--- src/rtl/pc_pkg.sv ---
// Shared types and default addresses for the fetch-side PC controller.
package pc_pkg;

   typedef enum logic [2:0] {
      BR_NONE = 3'd0,
      BR_BEQ  = 3'd1,
      BR_BNE  = 3'd2,
      BR_BLEZ = 3'd3,
      BR_BGTZ = 3'd4,
      BR_BLTZ = 3'd5,
      BR_BGEZ = 3'd6
   } br_type_e;

   typedef enum logic [1:0] {
      J_NONE = 2'd0,
      J_J    = 2'd1,
      J_JAL  = 2'd2,
      J_JR   = 2'd3
   } j_type_e;

   localparam logic [31:0] DEFAULT_RESET_PC = 32'h0000_3000;
   localparam logic [31:0] DEFAULT_EXC_VEC  = 32'h0000_4180;

endpackage

--- src/rtl/pc_ctrl_if.sv ---
// Fetch/ID redirect bundle between the pipeline (master) and the PC controller (slave).
interface pc_ctrl_if import pc_pkg::*; #(
   parameter int XLEN = 32
);

   logic            stall_if;
   logic            flush_exc;
   logic            id_valid;
   logic [XLEN-1:0] id_pc;
   br_type_e        br_type;
   j_type_e         j_type;
   logic [XLEN-1:0] rs_val;
   logic [XLEN-1:0] rt_val;
   logic [25:0]     imm26;
   logic [XLEN-1:0] pc;
   logic            taken;
   logic            flush_if;
   logic [XLEN-1:0] link_addr;

   modport master (
      output stall_if, flush_exc, id_valid, id_pc, br_type, j_type,
             rs_val, rt_val, imm26,
      input  pc, taken, flush_if, link_addr
   );

   modport slave (
      input  stall_if, flush_exc, id_valid, id_pc, br_type, j_type,
             rs_val, rt_val, imm26,
      output pc, taken, flush_if, link_addr
   );

endinterface

--- src/rtl/pc_ctrl_br_cmp.sv ---
// Combinational signed branch-condition evaluator for the ID stage.
module br_cmp import pc_pkg::*; #(
   parameter int XLEN = 32
) (
   input  br_type_e        br_type,
   input  logic [XLEN-1:0] rs_val,
   input  logic [XLEN-1:0] rt_val,
   output logic            cond
);

   localparam logic signed [XLEN-1:0] ZERO = '0;

   logic signed [XLEN-1:0] rs_s;

   assign rs_s = $signed(rs_val);

   always_comb begin
      cond = 1'b0;
      case (br_type)
         BR_BEQ:  cond = (rs_val == rt_val);
         BR_BNE:  cond = (rs_val != rt_val);
         BR_BLEZ: cond = (rs_s <= ZERO);
         BR_BGTZ: cond = (rs_s >  ZERO);
         BR_BLTZ: cond = (rs_s <  ZERO);
         BR_BGEZ: cond = (rs_s >= ZERO);
         default: cond = 1'b0;
      endcase
   end

endmodule

--- src/rtl/pc_ctrl.sv ---
// Fetch PC register with branch/jump/exception redirect and a pending-redirect latch for stalls.
// Optional macro DELAY_SLOT_EN selects MIPS delay-slot link address and IF flush behaviour.
module pc_ctrl import pc_pkg::*; #(
   parameter int              XLEN     = 32,
   parameter logic [XLEN-1:0] RESET_PC = XLEN'(DEFAULT_RESET_PC),
   parameter logic [XLEN-1:0] EXC_VEC  = XLEN'(DEFAULT_EXC_VEC)
) (
   input logic       clk,
   input logic       rst_n,
   pc_ctrl_if.slave  bus
);

   logic [XLEN-1:0] pc_q;
   logic [XLEN-1:0] pend_pc;
   logic            pend_valid;
   logic [XLEN-1:0] pc4;
   logic [XLEN-1:0] imm_ext;
   logic [XLEN-1:0] br_target;
   logic [XLEN-1:0] j_target;
   logic [XLEN-1:0] target;
   logic            cond;
   logic            redirect;

   br_cmp #(.XLEN(XLEN)) u_br_cmp (
      .br_type (bus.br_type),
      .rs_val  (bus.rs_val),
      .rt_val  (bus.rt_val),
      .cond    (cond)
   );

   assign pc4       = bus.id_pc + XLEN'(4);
   assign imm_ext   = {{(XLEN-16){bus.imm26[15]}}, bus.imm26[15:0]};
   assign br_target = pc4 + (imm_ext << 2);
   assign j_target  = {pc4[XLEN-1:28], bus.imm26, 2'b00};

   // Jumps outrank the branch field when both are encoded.
   always_comb begin
      target = br_target;
      case (bus.j_type)
         J_J, J_JAL: target = j_target;
         J_JR:       target = bus.rs_val;
         default:    target = br_target;
      endcase
   end

   assign redirect = rst_n & bus.id_valid & ((bus.j_type != J_NONE) | cond);

   assign bus.taken = redirect;
   assign bus.pc    = pc_q;

`ifdef DELAY_SLOT_EN
   assign bus.link_addr = bus.id_pc + XLEN'(8);
   assign bus.flush_if  = rst_n & bus.flush_exc;
`else
   assign bus.link_addr = bus.id_pc + XLEN'(4);
   assign bus.flush_if  = rst_n & (bus.flush_exc | redirect);
`endif

   // A redirect seen during a stall is parked and replayed on the first free cycle.
   always_ff @(posedge clk or negedge rst_n) begin
      if (!rst_n) begin
         pc_q       <= RESET_PC;
         pend_valid <= 1'b0;
         pend_pc    <= '0;
      end else if (bus.flush_exc) begin
         pc_q       <= EXC_VEC;
         pend_valid <= 1'b0;
      end else if (redirect) begin
         if (bus.stall_if) begin
            pend_valid <= 1'b1;
            pend_pc    <= target;
         end else begin
            pc_q       <= target;
            pend_valid <= 1'b0;
         end
      end else if (pend_valid && !bus.stall_if) begin
         pc_q       <= pend_pc;
         pend_valid <= 1'b0;
      end else if (!bus.stall_if) begin
         pc_q <= pc_q + XLEN'(4);
      end
   end

endmodule
--- src/flat_wrapper.sv ---
// flat-port wrapper written by rule: the top's interface ports become plain ports
module pc_ctrl_flat import pc_pkg::*;
#(
   parameter int              XLEN     = 32,
   parameter logic [XLEN-1:0] RESET_PC = XLEN'(DEFAULT_RESET_PC),
   parameter logic [XLEN-1:0] EXC_VEC  = XLEN'(DEFAULT_EXC_VEC)
)
  (clk, rst_n, bus_stall_if, bus_flush_exc, bus_id_valid, bus_id_pc, bus_br_type, bus_j_type, bus_rs_val, bus_rt_val, bus_imm26, bus_pc, bus_taken, bus_flush_if, bus_link_addr);
  pc_ctrl_if #(.XLEN(XLEN)) bus_i ();
  input logic clk;
  input logic rst_n;
  input wire logic [$bits(bus_i.stall_if)-1:0] bus_stall_if;
  input wire logic [$bits(bus_i.flush_exc)-1:0] bus_flush_exc;
  input wire logic [$bits(bus_i.id_valid)-1:0] bus_id_valid;
  input wire logic [$bits(bus_i.id_pc)-1:0] bus_id_pc;
  input wire logic [$bits(bus_i.br_type)-1:0] bus_br_type;
  input wire logic [$bits(bus_i.j_type)-1:0] bus_j_type;
  input wire logic [$bits(bus_i.rs_val)-1:0] bus_rs_val;
  input wire logic [$bits(bus_i.rt_val)-1:0] bus_rt_val;
  input wire logic [$bits(bus_i.imm26)-1:0] bus_imm26;
  output wire logic [$bits(bus_i.pc)-1:0] bus_pc;
  output wire logic [$bits(bus_i.taken)-1:0] bus_taken;
  output wire logic [$bits(bus_i.flush_if)-1:0] bus_flush_if;
  output wire logic [$bits(bus_i.link_addr)-1:0] bus_link_addr;
  assign bus_i.stall_if = bus_stall_if;
  assign bus_i.flush_exc = bus_flush_exc;
  assign bus_i.id_valid = bus_id_valid;
  assign bus_i.id_pc = bus_id_pc;
  assign bus_i.br_type = bus_br_type;
  assign bus_i.j_type = bus_j_type;
  assign bus_i.rs_val = bus_rs_val;
  assign bus_i.rt_val = bus_rt_val;
  assign bus_i.imm26 = bus_imm26;
  assign bus_pc = bus_i.pc;
  assign bus_taken = bus_i.taken;
  assign bus_flush_if = bus_i.flush_if;
  assign bus_link_addr = bus_i.link_addr;
  pc_ctrl #(.XLEN(XLEN), .RESET_PC(RESET_PC), .EXC_VEC(EXC_VEC)) u_core (.clk(clk), .rst_n(rst_n), .bus(bus_i));
endmodule
--- config.mk ---
export PLATFORM = sky130hd
export DESIGN_NAME = pc_ctrl_flat
export DESIGN_NICKNAME = d
export VERILOG_FILES = /design/src/rtl/pc_pkg.sv /design/src/rtl/pc_ctrl_if.sv /design/src/rtl/pc_ctrl_br_cmp.sv /design/src/rtl/pc_ctrl.sv /design/src/flat_wrapper.sv
export SDC_FILE = /design/constraint.sdc
export NUM_CORES = 1
export LEC_CHECK = 0
export CAP_MARGIN = 20
export CORE_ASPECT_RATIO = 2
export CORE_UTILIZATION = 53
export CTS_BUF_LIST = sky130_fd_sc_hd__clkbuf_8 sky130_fd_sc_hd__clkbuf_16
export DETAILED_ROUTE_END_ITERATION = 10
export PLACE_DENSITY_LB_ADDON = 0.1
export SETUP_SLACK_MARGIN = 0.4
export SYNTH_ARGS = -nofsm -noshare
export SYNTH_HDL_FRONTEND = slang
export SYNTH_SLANG_ARGS = --single-unit
export TNS_END_PERCENT = 1
--- constraint.sdc ---
create_clock -name clk -period 8.6 [get_ports clk]
set_input_delay 2.58 -clock clk [delete_from_list [all_inputs] [get_ports clk]]
set_output_delay 2.58 -clock clk [all_outputs]
set_load 0.1 [all_outputs]
# Word level (Yosys, flattened, before mapping)
# Cells that the tools add are included.
[op_classes]
n_addsub = 3
n_lt_le_gt_ge = 4
n_eq_ne = 13
muxes = 11
bitwise_logic = 6
reduce_logical = 7
[ops]
columns = ["cell", "n"]
rows = [
  ["$mux W32", 5],
  ["$add A32 B3 Y32 const B", 2],
  ["$pmux W32 S2", 1],
  ["$add A32 B32 Y32", 1],
  ["$eq A32 B32 Y1", 1],
  ["$ge A32 B1 Y1 const B", 1],
  ["$gt A32 B1 Y1 const B", 1],
  ["$le A32 B1 Y1 const B", 1],
  ["$lt A32 B1 Y1 const B", 1],
  ["$ne A32 B32 Y1", 1],
  ["$eq A3 B3 Y1 const B", 3],
  ["$eq A3 B2 Y1 const B", 2],
  ["$pmux W1 S6", 1],
  ["$eq A2 B2 Y1 const B", 2],
  ["$mux W1", 4],
  ["$and A1 B1 Y1", 3],
  ["$eq A3 B1 Y1 const B", 1],
  ["$ne A3 B1 Y1 const B", 1],
  ["$ne A3 B3 Y1 const B", 1],
  ["$reduce_and A3 Y1", 1],
  ["$reduce_bool A3 Y1", 1],
  ["$eq A2 B1 Y1 const B", 1],
  ["$or A1 B1 Y1", 2],
  ["$reduce_and A2 Y1", 1],
  ["other kinds (5)", 5],
]
[word_totals]
regBits = 65
input_bits = 132
output_inout_bits = 66
wordCells = 47

# Longest topological paths before layout
[depth]
depth_word = 6
mapped_depth = 16
depth_no_buf = 15

# Modules after synthesis
# Synthesis repeated with hierarchy kept, for this count alone.
[unflattened]
hier_cells = 883
area_unflattened_um2 = 6889.1
[by_module_without_submodules]
columns = ["module", "instances", "cells_each", "area_per_inst_um2", "seq_area_each_um2"]
rows = [
  ["pc_ctrl", 1, 822, 6413.7, 1629.1],
  ["br_cmp", 1, 61, 475.5, 0.0],
]

# Worst setup path after synthesis
# No wires, ideal clock.
[synth_path]
path_type = "in2out"
start = "input port bus_id_pc[2]"
end = "output port bus_link_addr[30]"
arrival_ps = 5063
t_required_ps = 6020
slack_ps = 957
stages = 6
n_path_buf = 0
path_cell_list = "ha_1 nand3_1 or2_2 nor2_1 nand3_1 xnor2_1"
[synth_between]
elab_chain_cells = 1
[synth_lines]
columns = ["element", "line", "text"]
rows = [
  ["start: declaration", "flat_wrapper.sv:15", "input wire logic [$bits(bus_i.id_pc)-1:0] bus_id_pc;"],
  ["$add A32 B3 Y32", "pc_ctrl.sv:55", "assign bus.link_addr = bus.id_pc + XLEN'(4);"],
  ["end: declaration", "flat_wrapper.sv:24", "output wire logic [$bits(bus_i.link_addr)-1:0] bus_link_addr;"],
]
# Every way passes these cells.

# Final worst setup path
[layout_path]
start = "input port bus_rs_val[31]"
end = "output port bus_flush_if"
[layout_between]
elab_chain_cells = 6
elab_cells_between_ends = 11
classes_between = "4 x order compare; 2 x eq/ne; 1 x mux; 4 x bitwise"
[layout_lines]
columns = ["element", "line", "text"]
rows = [
  ["start: declaration", "flat_wrapper.sv:18", "input wire logic [$bits(bus_i.rs_val)-1:0] bus_rs_val;"],
  ["$ge A32 B1 Y1, or another cell as far along", "pc_ctrl_br_cmp.sv:25", "BR_BGEZ: cond = (rs_s >= ZERO);"],
  ["$pmux W1 S6 (*)", "pc_ctrl_br_cmp.sv:19", "case (br_type)"],
  ["$or A1 B1 Y1 (*)", "pc_ctrl.sv:46", "assign redirect = rst_n & bus.id_valid & ((bus.j_type != J_NONE) | cond);"],
  ["$and A1 B1 Y1 (*)", "pc_ctrl.sv:46", ""],
  ["$or A1 B1 Y1 (*)", "pc_ctrl.sv:56", "assign bus.flush_if = rst_n & (bus.flush_exc | redirect);"],
  ["$and A1 B1 Y1 (*)", "pc_ctrl.sv:56", ""],
  ["end: declaration", "flat_wrapper.sv:23", "output wire logic [$bits(bus_i.flush_if)-1:0] bus_flush_if;"],
]
# Mark *: on every way between the ends. The rest lies on a longest branch, timed or not.

==> reports/results.tsv <==
metric	value	unit
outcome	finished, final reports clean	
die_w	83.2	µm
synthesis.nets	1061	
wl_per_cell	20.6	µm
criticalPathCategory	in -> out	
antenna_found_initial	0	
synthFlopType	dfrtp_1	
dr.pass1.iters	5	
grt_overflow_total	0	
final_cells	1219	
drc_errors	0	
synth_edf_count	0	
final_net_count	1230	
arrival	5420	ps
synth-seq-cells	65	
synth-simple-area-share	23.3	%
synth_top_family_by_area	compound AO/OA/AOI/OAI gates	
core_area	0.0129	mm²
synth_cells	894	
dp.cells	1204	
clock-skew-final	5.12	ps
cts_root_buffer	clkbuf_16	
fin_hold_ws	475	ps
num-fill-cells	1057	
fmax	125	MHz
dieArea	0.0137	mm²
io_pins	198	
grt_pass1_vias	7536	
ir_worst_vdd	0.157	mV
rsz0062_at_grt	false	
finalCritPeriodShare	93.0	%
synth.most_common_cell	nand2_1	
drt_iter0_drc	556	
synth.area.mux_share	2.24	%
relSlewSlack	33.4	%
drive_above_1_share	7.97	%
synth_cell_type_count	69	
grt_usage	36.3	%
drt-total-wl	25200	µm
end_kind	output port	
clkTransAtPathRegs	50	ps
p_total	0.00132	W
utilization	71.4	%
viasPerCell	6.49	
synth.avg_cell_area	7.82	µm²
ant_nets	0	
dp.final_hpwl	19800	µm
yosysSeqAreaShare	23.3	%
yosys.area_share.xor_xnor	13.6	%
crit_required	6020	ps
finalSetupViolations	0	
numPortBuffers	197	
max_cap_violations	0	
fp-row-count	59	
cts.sinks	65	
syn2layout_area_growth	31.9	%
synth_area_leader_cell	dfrtp_1	
synth_compound_area_share	26.9	%
async_flop_share	100	%
cts_tree	built	
grt_pass1_wl	38900	µm
worst_slew_pin_slew	996	ps
n_antenna_cell	0	
cts_setup_buffers	0	
htreeDepth	3	
num_vias	7906	
insertion_delay	330	ps
ys_warn_count	0	
start_util	54.1	%
leakage	3.78	nW
synthTopCellsByCount	nand2_1, xor2_1, dfrtp_1, nor2_1, a21oi_1	
cts_resized	0	
hold_class	reg -> reg	
yosys-top-cells-area	dfrtp_1, xor2_1, ha_1, xnor2_1, nand2_1	
hold_viol	0	
grt_max_degree	62	
fin_tns_setup	0	ps
crit_fanout	18	
powerDensity	143	mW/mm²
fin_crit	8000	ps
netlist.area_leader.share	22.6	%
numCtsBuffers	9	
clockBufferDepth	2	
synthAdderAreaFrac	6.37	%
die_h	164	µm
syn_area	0.00699	mm²
place_congestion	0.989	
slew_viol_final	0	
cts_hold_buf	0	
startpoint_type	input pin	
## final timing paths
path / cells after the start / slack, ps / end / from
setup / recovery: 8 / 600 / bus_flush_if / bus_rs_val[31]
hold / removal: 1 / 480 / u_core.pend_pc[17] / u_core.pend_pc[17]
setup reg to reg: 8 / 5730 / u_core.bus.pc[27] / u_core.bus.pc[12]
hold reg to reg: 1 / 480 / u_core.pend_pc[17] / u_core.pend_pc[17]
max in group asynchronous: 3 / 5430 / u_core.bus.pc[13] / rst_n
min in group asynchronous: 2 / 2360 / u_core.bus.pc[7] / rst_n
## flip-flops by register name, indices dropped and copies added (netlist names)
signal             cells
u_core.pend_valid      1
u_core.pend_pc        32
u_core.bus.pc         32
## routing by layer
| layer | up-vias | part of all wire, % | global-route usage (%) | wire length (µm) |
|---|---|---|---|---|
| met1 | 3669 | 35 | 38.8 | 8820 |
| met2 | 431 | 51 | 66.2 | 12900 |
| li1 | 3701 | - | - | - |
| met3 | 105 | 6.7 | 3.85 | 1680 |
| met5 | - | 0 | 0 | 0 |
| met4 | 0 | 6.9 | 25.3 | 1740 |
## cell usage in the layout (no fill, tap or decap), types with 5 or more instances in the layout
master	n
mux2_2	13
nor3b_1	5
clkdlybuf4s50_1	167
nor2b_1	5
a221oi_1	16
dfrtp_1	63
inv_1	23
nor2_1	63
and2_1	5
o21ai_0	54
nand2_1	96
a21o_1	18
nor3_1	24
o21bai_1	5
clkbuf_16	9
buf_4	39
nor4_1	24
xor2_1	64
and4_1	5
o211ai_1	21
and3_1	17
a221o_1	12
nand4_1	24
a22oi_1	5
a211oi_1	24
a31oi_1	10
or3_1	5
ha_1	33
a311oi_1	7
o21a_1	5
nand3_1	34
xnor2_1	42
a21oi_1	61
a21boi_0	5
## where the power goes
| part | leakage [nW] | internal (W) | switching [W] | total, W |
|---|---|---|---|---|
| Sequential | 0.831 | 0.000357 | 0.0000361 | 0.000393 |
| Combinational | 2.80 | 0.000219 | 0.000386 | 0.000605 |
| Clock | 0.145 | 0.000196 | 0.000123 | 0.000319 |
| Total | 3.78 | 0.000772 | 0.000545 | 0.00132 |
## cell type report
class | count | area [µm²] | share of cell area (%)
clock buffers | 10 | 239 | 2.59
clock inverters | 5 | 18.8 | 0.204
inverters | 22 | 83.8 | 0.909
multi-input cells | 757 | 5070 | 55.0
flip-flops and latches | 65 | 1630 | 17.7
well taps | 152 | 190 | 2.06
repair buffers | 208 | 1990 | 21.6
## logic make-up (layout without fill, tap and decap cells)
family                   count (synthesis)  after routing
AO/OA/AOI/OAI                          275            275
XOR/XNOR                               107            107
flip-flops                              65             65
buffers and inverters                   72            245
AND/OR/NAND/NOR                        326            326
adder cells (fa/ha/maj)                 35             35
multiplexers                            14             14
## worst max-delay path, cell delays in order
cell	delay [ps]
clkdlybuf4s50_1	610
nor4_1	610
nand4_1	280
or3_1	440
a41o_1	270
and3_4	260
nand2_1	80
buf_4	280
## per-stage QoR
stage / worst slack (ps) / instance area (µm²)
6_report: 603 / 9220
4_1_cts: 702 / 9220
2_1_floorplan: 957 / 6990
5_1_grt: 636 / 9220
3_3_place_gp: 733 / 8960
3_5_place_dp: 716 / 8960
No activity file was read; power rests on OpenSTA's default activity.
